$ cat src/rtl/cpu_types_pkg.sv
// Shared memory-controller types: RAM handshake state reported by the RAM model.
package cpu_types_pkg;

  typedef enum logic [1:0] {
    FREE   = 2'd0,
    BUSY   = 2'd1,
    ACCESS = 2'd2,
    ERROR  = 2'd3
  } ramstate_t;

endpackage

$ cat src/rtl/ram_port_scheduler.sv
// Single RAM port arbiter: coherent data requests win by default, per-core
// instruction fetches rotate round-robin, and a data streak limit bounds fetch starvation.
module ram_port_scheduler
  import cpu_types_pkg::*;
#(
  parameter int unsigned CPUS        = 2,
  parameter int unsigned MAX_DSTREAK = 4
) (
  input  logic                CLK,
  input  logic                nRST,
  input  logic                dREN,
  input  logic                dWEN,
  input  logic [31:0]         daddr,
  input  logic [31:0]         dstore,
  output logic                dwait,
  output logic [31:0]         dload,
  input  logic [CPUS-1:0]     iREN,
  input  logic [32*CPUS-1:0]  iaddr,
  output logic [CPUS-1:0]     iwait,
  output logic [31:0]         iload,
  output logic                ramREN,
  output logic                ramWEN,
  output logic [31:0]         ramaddr,
  output logic [31:0]         ramstore,
  input  logic [31:0]         ramload,
  input  ramstate_t           ramstate
);

  localparam int unsigned OW = (CPUS > 1) ? $clog2(CPUS) : 1;
  localparam int unsigned SW = OW + 1;
  localparam int unsigned DW = 4;
  localparam int unsigned AW = 32;
  localparam logic [DW-1:0] DSTREAK_MAX = DW'(MAX_DSTREAK);

  localparam logic [1:0] S_IDLE    = 2'd0;
  localparam logic [1:0] S_GRANT_D = 2'd1;
  localparam logic [1:0] S_GRANT_I = 2'd2;

  logic [1:0]    state_q,   state_d;
  logic [OW-1:0] owner_q,   owner_d;
  logic [OW-1:0] rr_q,      rr_d;
  logic [DW-1:0] dstreak_q, dstreak_d;
  logic          ren_q,     ren_d;
  logic          wen_q,     wen_d;
  logic [AW-1:0] addr_q,    addr_d;
  logic [AW-1:0] wdata_q,   wdata_d;

  logic            any_i;
  logic            d_req;
  logic            i_wins;
  logic            done;
  logic [CPUS-1:0] rot;
  logic [SW-1:0]   sum;
  logic [OW-1:0]   pick_idx;
  logic [OW-1:0]   rr_nxt;
  logic [AW-1:0]   pick_addr;

  assign any_i  = |iREN;
  assign d_req  = dREN | dWEN;
  assign i_wins = any_i && (!d_req || (dstreak_q == DSTREAK_MAX));
  assign done   = (ramstate == ACCESS);

  // Rotate requests so bit 0 is the core at rr; lowest set bit is the winner.
  always_comb begin
    rot      = CPUS'({iREN, iREN} >> rr_q);
    sum      = '0;
    pick_idx = '0;
    for (int i = int'(CPUS) - 1; i >= 0; i--) begin
      if (rot[i]) begin
        sum = {1'b0, rr_q} + SW'(i);
        if (sum >= SW'(CPUS)) sum = sum - SW'(CPUS);
        pick_idx = sum[OW-1:0];
      end
    end
    rr_nxt = (pick_idx == OW'(CPUS - 1)) ? '0 : pick_idx + 1'b1;
  end

  always_comb begin
    pick_addr = '0;
    for (int k = 0; k < int'(CPUS); k++) begin
      if (pick_idx == OW'(k)) pick_addr = iaddr[32*k +: 32];
    end
  end

  // Arbitration and grant-hold next-state logic.
  always_comb begin
    state_d   = state_q;
    owner_d   = owner_q;
    rr_d      = rr_q;
    dstreak_d = dstreak_q;
    ren_d     = ren_q;
    wen_d     = wen_q;
    addr_d    = addr_q;
    wdata_d   = wdata_q;
    case (state_q)
      S_IDLE: begin
        if (i_wins) begin
          state_d   = S_GRANT_I;
          owner_d   = pick_idx;
          rr_d      = rr_nxt;
          dstreak_d = '0;
          ren_d     = 1'b1;
          wen_d     = 1'b0;
          addr_d    = pick_addr;
        end else if (d_req) begin
          state_d = S_GRANT_D;
          ren_d   = ~dWEN;
          wen_d   = dWEN;
          addr_d  = daddr;
          if (dWEN) wdata_d = dstore;
          if (any_i) begin
            dstreak_d = (dstreak_q == {DW{1'b1}}) ? dstreak_q : dstreak_q + 4'd1;
          end else begin
            dstreak_d = '0;
          end
        end
      end
      S_GRANT_D, S_GRANT_I: begin
        if (done) begin
          state_d = S_IDLE;
          ren_d   = 1'b0;
          wen_d   = 1'b0;
        end
      end
      default: begin
        state_d = S_IDLE;
        ren_d   = 1'b0;
        wen_d   = 1'b0;
      end
    endcase
  end

  always_ff @(posedge CLK or negedge nRST) begin
    if (!nRST) begin
      state_q   <= S_IDLE;
      owner_q   <= '0;
      rr_q      <= '0;
      dstreak_q <= '0;
      ren_q     <= 1'b0;
      wen_q     <= 1'b0;
      addr_q    <= '0;
      wdata_q   <= '0;
    end else begin
      state_q   <= state_d;
      owner_q   <= owner_d;
      rr_q      <= rr_d;
      dstreak_q <= dstreak_d;
      ren_q     <= ren_d;
      wen_q     <= wen_d;
      addr_q    <= addr_d;
      wdata_q   <= wdata_d;
    end
  end

  assign ramREN   = ren_q;
  assign ramWEN   = wen_q;
  assign ramaddr  = addr_q;
  assign ramstore = wdata_q;
  assign dload    = ramload;
  assign iload    = ramload;
  assign dwait    = ~((state_q == S_GRANT_D) && done);

  // Release only the granted core, and only in the ACCESS cycle.
  always_comb begin
    iwait = '1;
    for (int k = 0; k < int'(CPUS); k++) begin
      if ((state_q == S_GRANT_I) && done && (owner_q == OW'(k))) iwait[k] = 1'b0;
    end
  end

endmodule
$ cat config.mk
export PLATFORM = sky130hd
export DESIGN_NAME = ram_port_scheduler
export DESIGN_NICKNAME = d
export VERILOG_FILES = /design/src/rtl/cpu_types_pkg.sv /design/src/rtl/ram_port_scheduler.sv
export SDC_FILE = /design/constraint.sdc
export NUM_CORES = 1
export LEC_CHECK = 0
export CAP_MARGIN = 40
export CORE_AREA = 3 3 117 119
export DETAILED_ROUTE_END_ITERATION = 6
export DIE_AREA = 0 0 120 122
export PLACE_DENSITY = 0.74
export SETUP_SLACK_MARGIN = 0.02
export SLEW_MARGIN = 10
export SYNTH_ARGS = -nofsm -noshare
export SYNTH_HDL_FRONTEND = slang
export SYNTH_SLANG_ARGS = --single-unit
$ cat constraint.sdc
create_clock -name CLK -period 6.1 [get_ports CLK]
set_clock_uncertainty 0.2 [all_clocks]
set_input_delay 1.525 -clock CLK [delete_from_list [all_inputs] [get_ports CLK]]
set_output_delay 1.525 -clock CLK [all_outputs]
set_load 0.02 [all_outputs]
**Word level (Yosys, flattened, before mapping)**

Index checks and enable logic that the tools add are counted.

- Input port bits: 168
- Output and inout port bits: 133
- Logic and storage cells: 70
- Register bits: 74

- Reduce and logical (&&, ||, !) cells: 16
- $lt $le $gt $ge: 2
- $add $sub $neg: 5
- Eq/ne operators: 8
- Mux-type cells: 25
- Bitwise operators: 5
- Shift operators: 1

Operators with widths:

| kind | number |
|---|---|
| 32-bit two-way mux | 3 |
| 4-bit two-way mux | 4 |
| 1-bit two-way mux | 12 |
| 2-bit two-way mux | 3 |
| 3-bit != test (second input constant) | 2 |
| 2-bit AND reduction | 3 |
| 1-bit logical AND | 5 |
| 4-bit by 1-bit adder with 4-bit output (second input constant) | 1 |
| 2-bit == test (second input constant) | 2 |
| 4-bit by 3-bit == test with 1-bit output (second input constant) | 1 |
| 4-bit == test (second input constant) | 1 |
| 1-bit NOT | 4 |
| 1-bit one-hot mux with 2 select lines | 2 |
| 2-bit one-hot mux with 2 select lines | 1 |
| 4-bit AND reduction | 1 |
| 2-bit OR reduction | 2 |
| 4-bit by 1-bit right shift with 2-bit output | 1 |
| 3-bit AND reduction | 1 |
| 1-bit by 1-bit adder with 2-bit output (second input constant) | 1 |
| 2-bit by 1-bit == test with 1-bit output (second input constant) | 1 |
| 1-bit by 2-bit >= comparator with 1-bit output (second input constant) | 1 |
| 2-bit >= comparator (second input constant) | 1 |
| 2-bit zero test | 1 |
| 2-bit != test (second input constant) | 1 |
| other kinds (6) | 7 |

**Depth between registers and ports, before layout**

- Depth in word-level cells: 7
- Mapped depth: 8
- Gate-level depth less buffers: 6

**Worst setup path after synthesis**

OpenSTA, ideal clock, no wires.

- Path kind: input to output
- Start: in ramstate[1]
- End: out iwait[1]
- Slack: 2.466 ns
- Stages: 2
- Data arrival time: 1.909 ns
- Cells stage by stage: nor2b_1 > nand3_1

- Longest elaborated chain between the ends: 4

Ends and longest elaborated chain:

| element | RTL line | RTL |
|---|---|---|
| from (decl) | ram_port_scheduler.sv:26 | `input ramstate_t ramstate` |
| 2-bit == test | ram_port_scheduler.sv:61 | `assign done = (ramstate == ACCESS);` |
| 1-bit logical AND (2 in a row) | ram_port_scheduler.sv:167 | `if ((state_q == S_GRANT_I) && done && (owner_q == OW'(k))) iwait[k] = 1'b0;` |
| 1-bit two-way mux | ram_port_scheduler.sv:167 |  |
| to (decl) | ram_port_scheduler.sv:19 | `output logic [CPUS-1:0] iwait,` |

Every way passes these cells.

**Worst setup path in the final report**

Same ends and word-level chain as after synthesis.

==> results.toml <==
[outcome]
status = "finished, final reports clean"

[grt]
overflow = 0
first_global_vias = 3488
grt_pass1_wl_mm = 18.0
antenna_found_initial = 0
grt_max_degree = 54
track_usage = 0.156

[floorplanning]
initial_utilization = 0.327
dieArea_um2 = 14600
chipWidth_um = 120
rows = 41
die_y_um = 122
core_area_um2 = 12700
num_io_pins = 301

[worst_setup_path]
critPathCaptureType = "output pin"
arrival_ps = 2850
cp_data_required_time_ps = 4380
start_kind = "input pin"
worstSetupPathType = "in2out"
crit_fanout = 3

[timing]
worst_pin_slew_ps = 819
max_slew_margin = 0.453
finalHoldViolations = 0
setup_viol = 0
final_max_slew_viol_count = 0
fin_crit_sh = 0.750
fin_tns_setup_ps = 0
timing.final.crit_period_ps = 4580
rsz0062_at_grt = "false"
max_clock_freq_mhz = 218

[clock_network]
clockBufferDepth = 2
postCtsSetupBuffers = 0
htreeDepth = 3
cts_tree = "yes"
cts_root_buf = "clkbuf_16"
clk_latency_ps = 320
cts.sinks = 74
cts_inserted_buffers = 9
cts_resized = 0
cts.clk_slew.worst_paths_ps = 60
postCtsHoldBufs = 0

[synth]
synth.avg_cell_area_um2 = 11.0
synth_nets = 550
syn_inst = 377
yosysWarnings = 0
ys_ff_latch = 74
synth-edff-count = 0
ys.flop_type = "dfrtp_1"
ys_types = 33
synthArstFlopShare = 1.00
syn_area_um2 = 4140
ys_seq_area_frac = 0.447

[placement]
gp_congestion = 0.744
portBuffers = 204
hpwl_mm = 8.83

[finish]
nNetsFinal = 682
mostFrequentLayoutCell = "clkdlybuf4s50_1"
antenna_cells = 0
drive_gt1_frac = 0.0603
area_delta_synth_final_pct = 49.3
fill_cells = 1168
most-common-layout-cells = "203 x clkdlybuf4s50_1, 74 x dfrtp_1, 38 x nand2_1"

[drt]
via_per_inst = 4.82
route.detailed.wl_per_inst_um = 16.8
drc_errors = 0
first_pass_iters = 4
ant_nets = 0
num_vias = 3308
wirelength_mm = 11.5
drtIter0Drc = 109

[power_and_ir_drop]
finalPower_mw = 3.01
power_density_nw_per_um2 = 487
max-vdd-ir-drop_uv = 147
leakage_nw = 2.65

[flow_run]
drv_cap = 0

[hold_path]
min_path_type = "reg2reg"
==> synthesized netlist by cell type, types with 3 or more instances <==
library cell / instances / area share
buf_4: 67 / 0.12
mux2_2: 3 / 0.0082
ha_1: 5 / 0.015
buf_1: 4 / 0.0036
mux2i_1: 32 / 0.077
nand2_1: 38 / 0.034
dfrtp_1: 74 / 0.45
clkbuf_1: 8 / 0.0073
buf_2: 10 / 0.012
o31ai_1: 32 / 0.058
o21ai_0: 6 / 0.0073
mux2_1: 30 / 0.082
a22o_1: 3 / 0.0063
a2bb2oi_1: 32 / 0.068
inv_1: 8 / 0.0073
a21oi_1: 5 / 0.0060
==> sequential cells by signal, summed over array words and instances, names as in the netlist <==
register	flops
ramaddr	32
ramstore	32
dstreak_q	4
state_q	2
owner_q	1
ramREN	1
ramWEN	1
rr_q	1
==> routing by layer <==
metal,part of all wire,global-route usage
met1,0.39,0.175
met2,0.52,0.283
met3,0.075,0.0395
met4,0.013,0.0601
met5,0,0
==> area by class of cell <==
type | count | area (µm²) | share of cell area
Inverter | 8 | 30.0 | 0.00486
Timing Repair Buffer | 210 | 2100 | 0.339
Sequential cell | 74 | 1850 | 0.300
Clock inverter | 5 | 60.1 | 0.00972
Multi-Input combinational cell | 206 | 1670 | 0.271
Tap cell | 172 | 215 | 0.0348
Clock buffer | 11 | 253 | 0.0409
==> cells by family (layout without fill, tap and decap cells) <==
logic type,Yosys count,count (layout),synth area share
buffers and inverters,97,234,0.152
flip-flops,74,74,0.447
adder cells (fa/ha/maj),5,5,0.0151
AND/OR/NAND/NOR,50,50,0.0529
multiplexers,65,65,0.167
AO/OA/AOI/OAI,86,86,0.166
==> through the flow <==
| stage | setup WS (ps) | instance area, µm² | hold WS (ps) | utilization | cells |
|---|---|---|---|---|---|
| after CTS | 1520 | 6180 | 294 | 0.488 | 686 |
| after detailed placement | 1530 | 5870 | 281 | 0.463 | 670 |
| final | 1520 | 6180 | 288 | 0.488 | 686 |
| after floorplan | 2470 | 4140 | 274 | - | 377 |
| after global routing | 1430 | 6180 | 303 | 0.488 | 686 |
| after global placement | 1550 | 5850 | 272 | 0.461 | 669 |
==> worst paths after layout <==
check	end	depth (start not counted)	startpoint	slack (ps)
setup / recovery	iwait[1]	4	ramstate[1]	1520
hold / removal	ramstore[13]	1	ramstore[13]	290
setup reg to reg	ramstore[30]	6	dstreak_q[0]	3520
hold reg to reg	ramstore[13]	1	ramstore[13]	290
max in group asynchronous	ramstore[26]	2	nRST	4210
min in group asynchronous	ramaddr[26]	1	nRST	930
==> critical path, cell delays in order <==
cell and delay (ps):
clkdlybuf4s50_1 470, nor2b_1 210, nand3_1 100, clkdlybuf4s50_1 540
==> power by group <==
part / internal, mW / switching, mW / total, mW
clock network: 0.341 / 0.208 / 0.549
registers: 0.736 / 0.134 / 0.870
logic: 0.772 / 0.817 / 1.59
No activity file was read; power rests on OpenSTA's default activity.
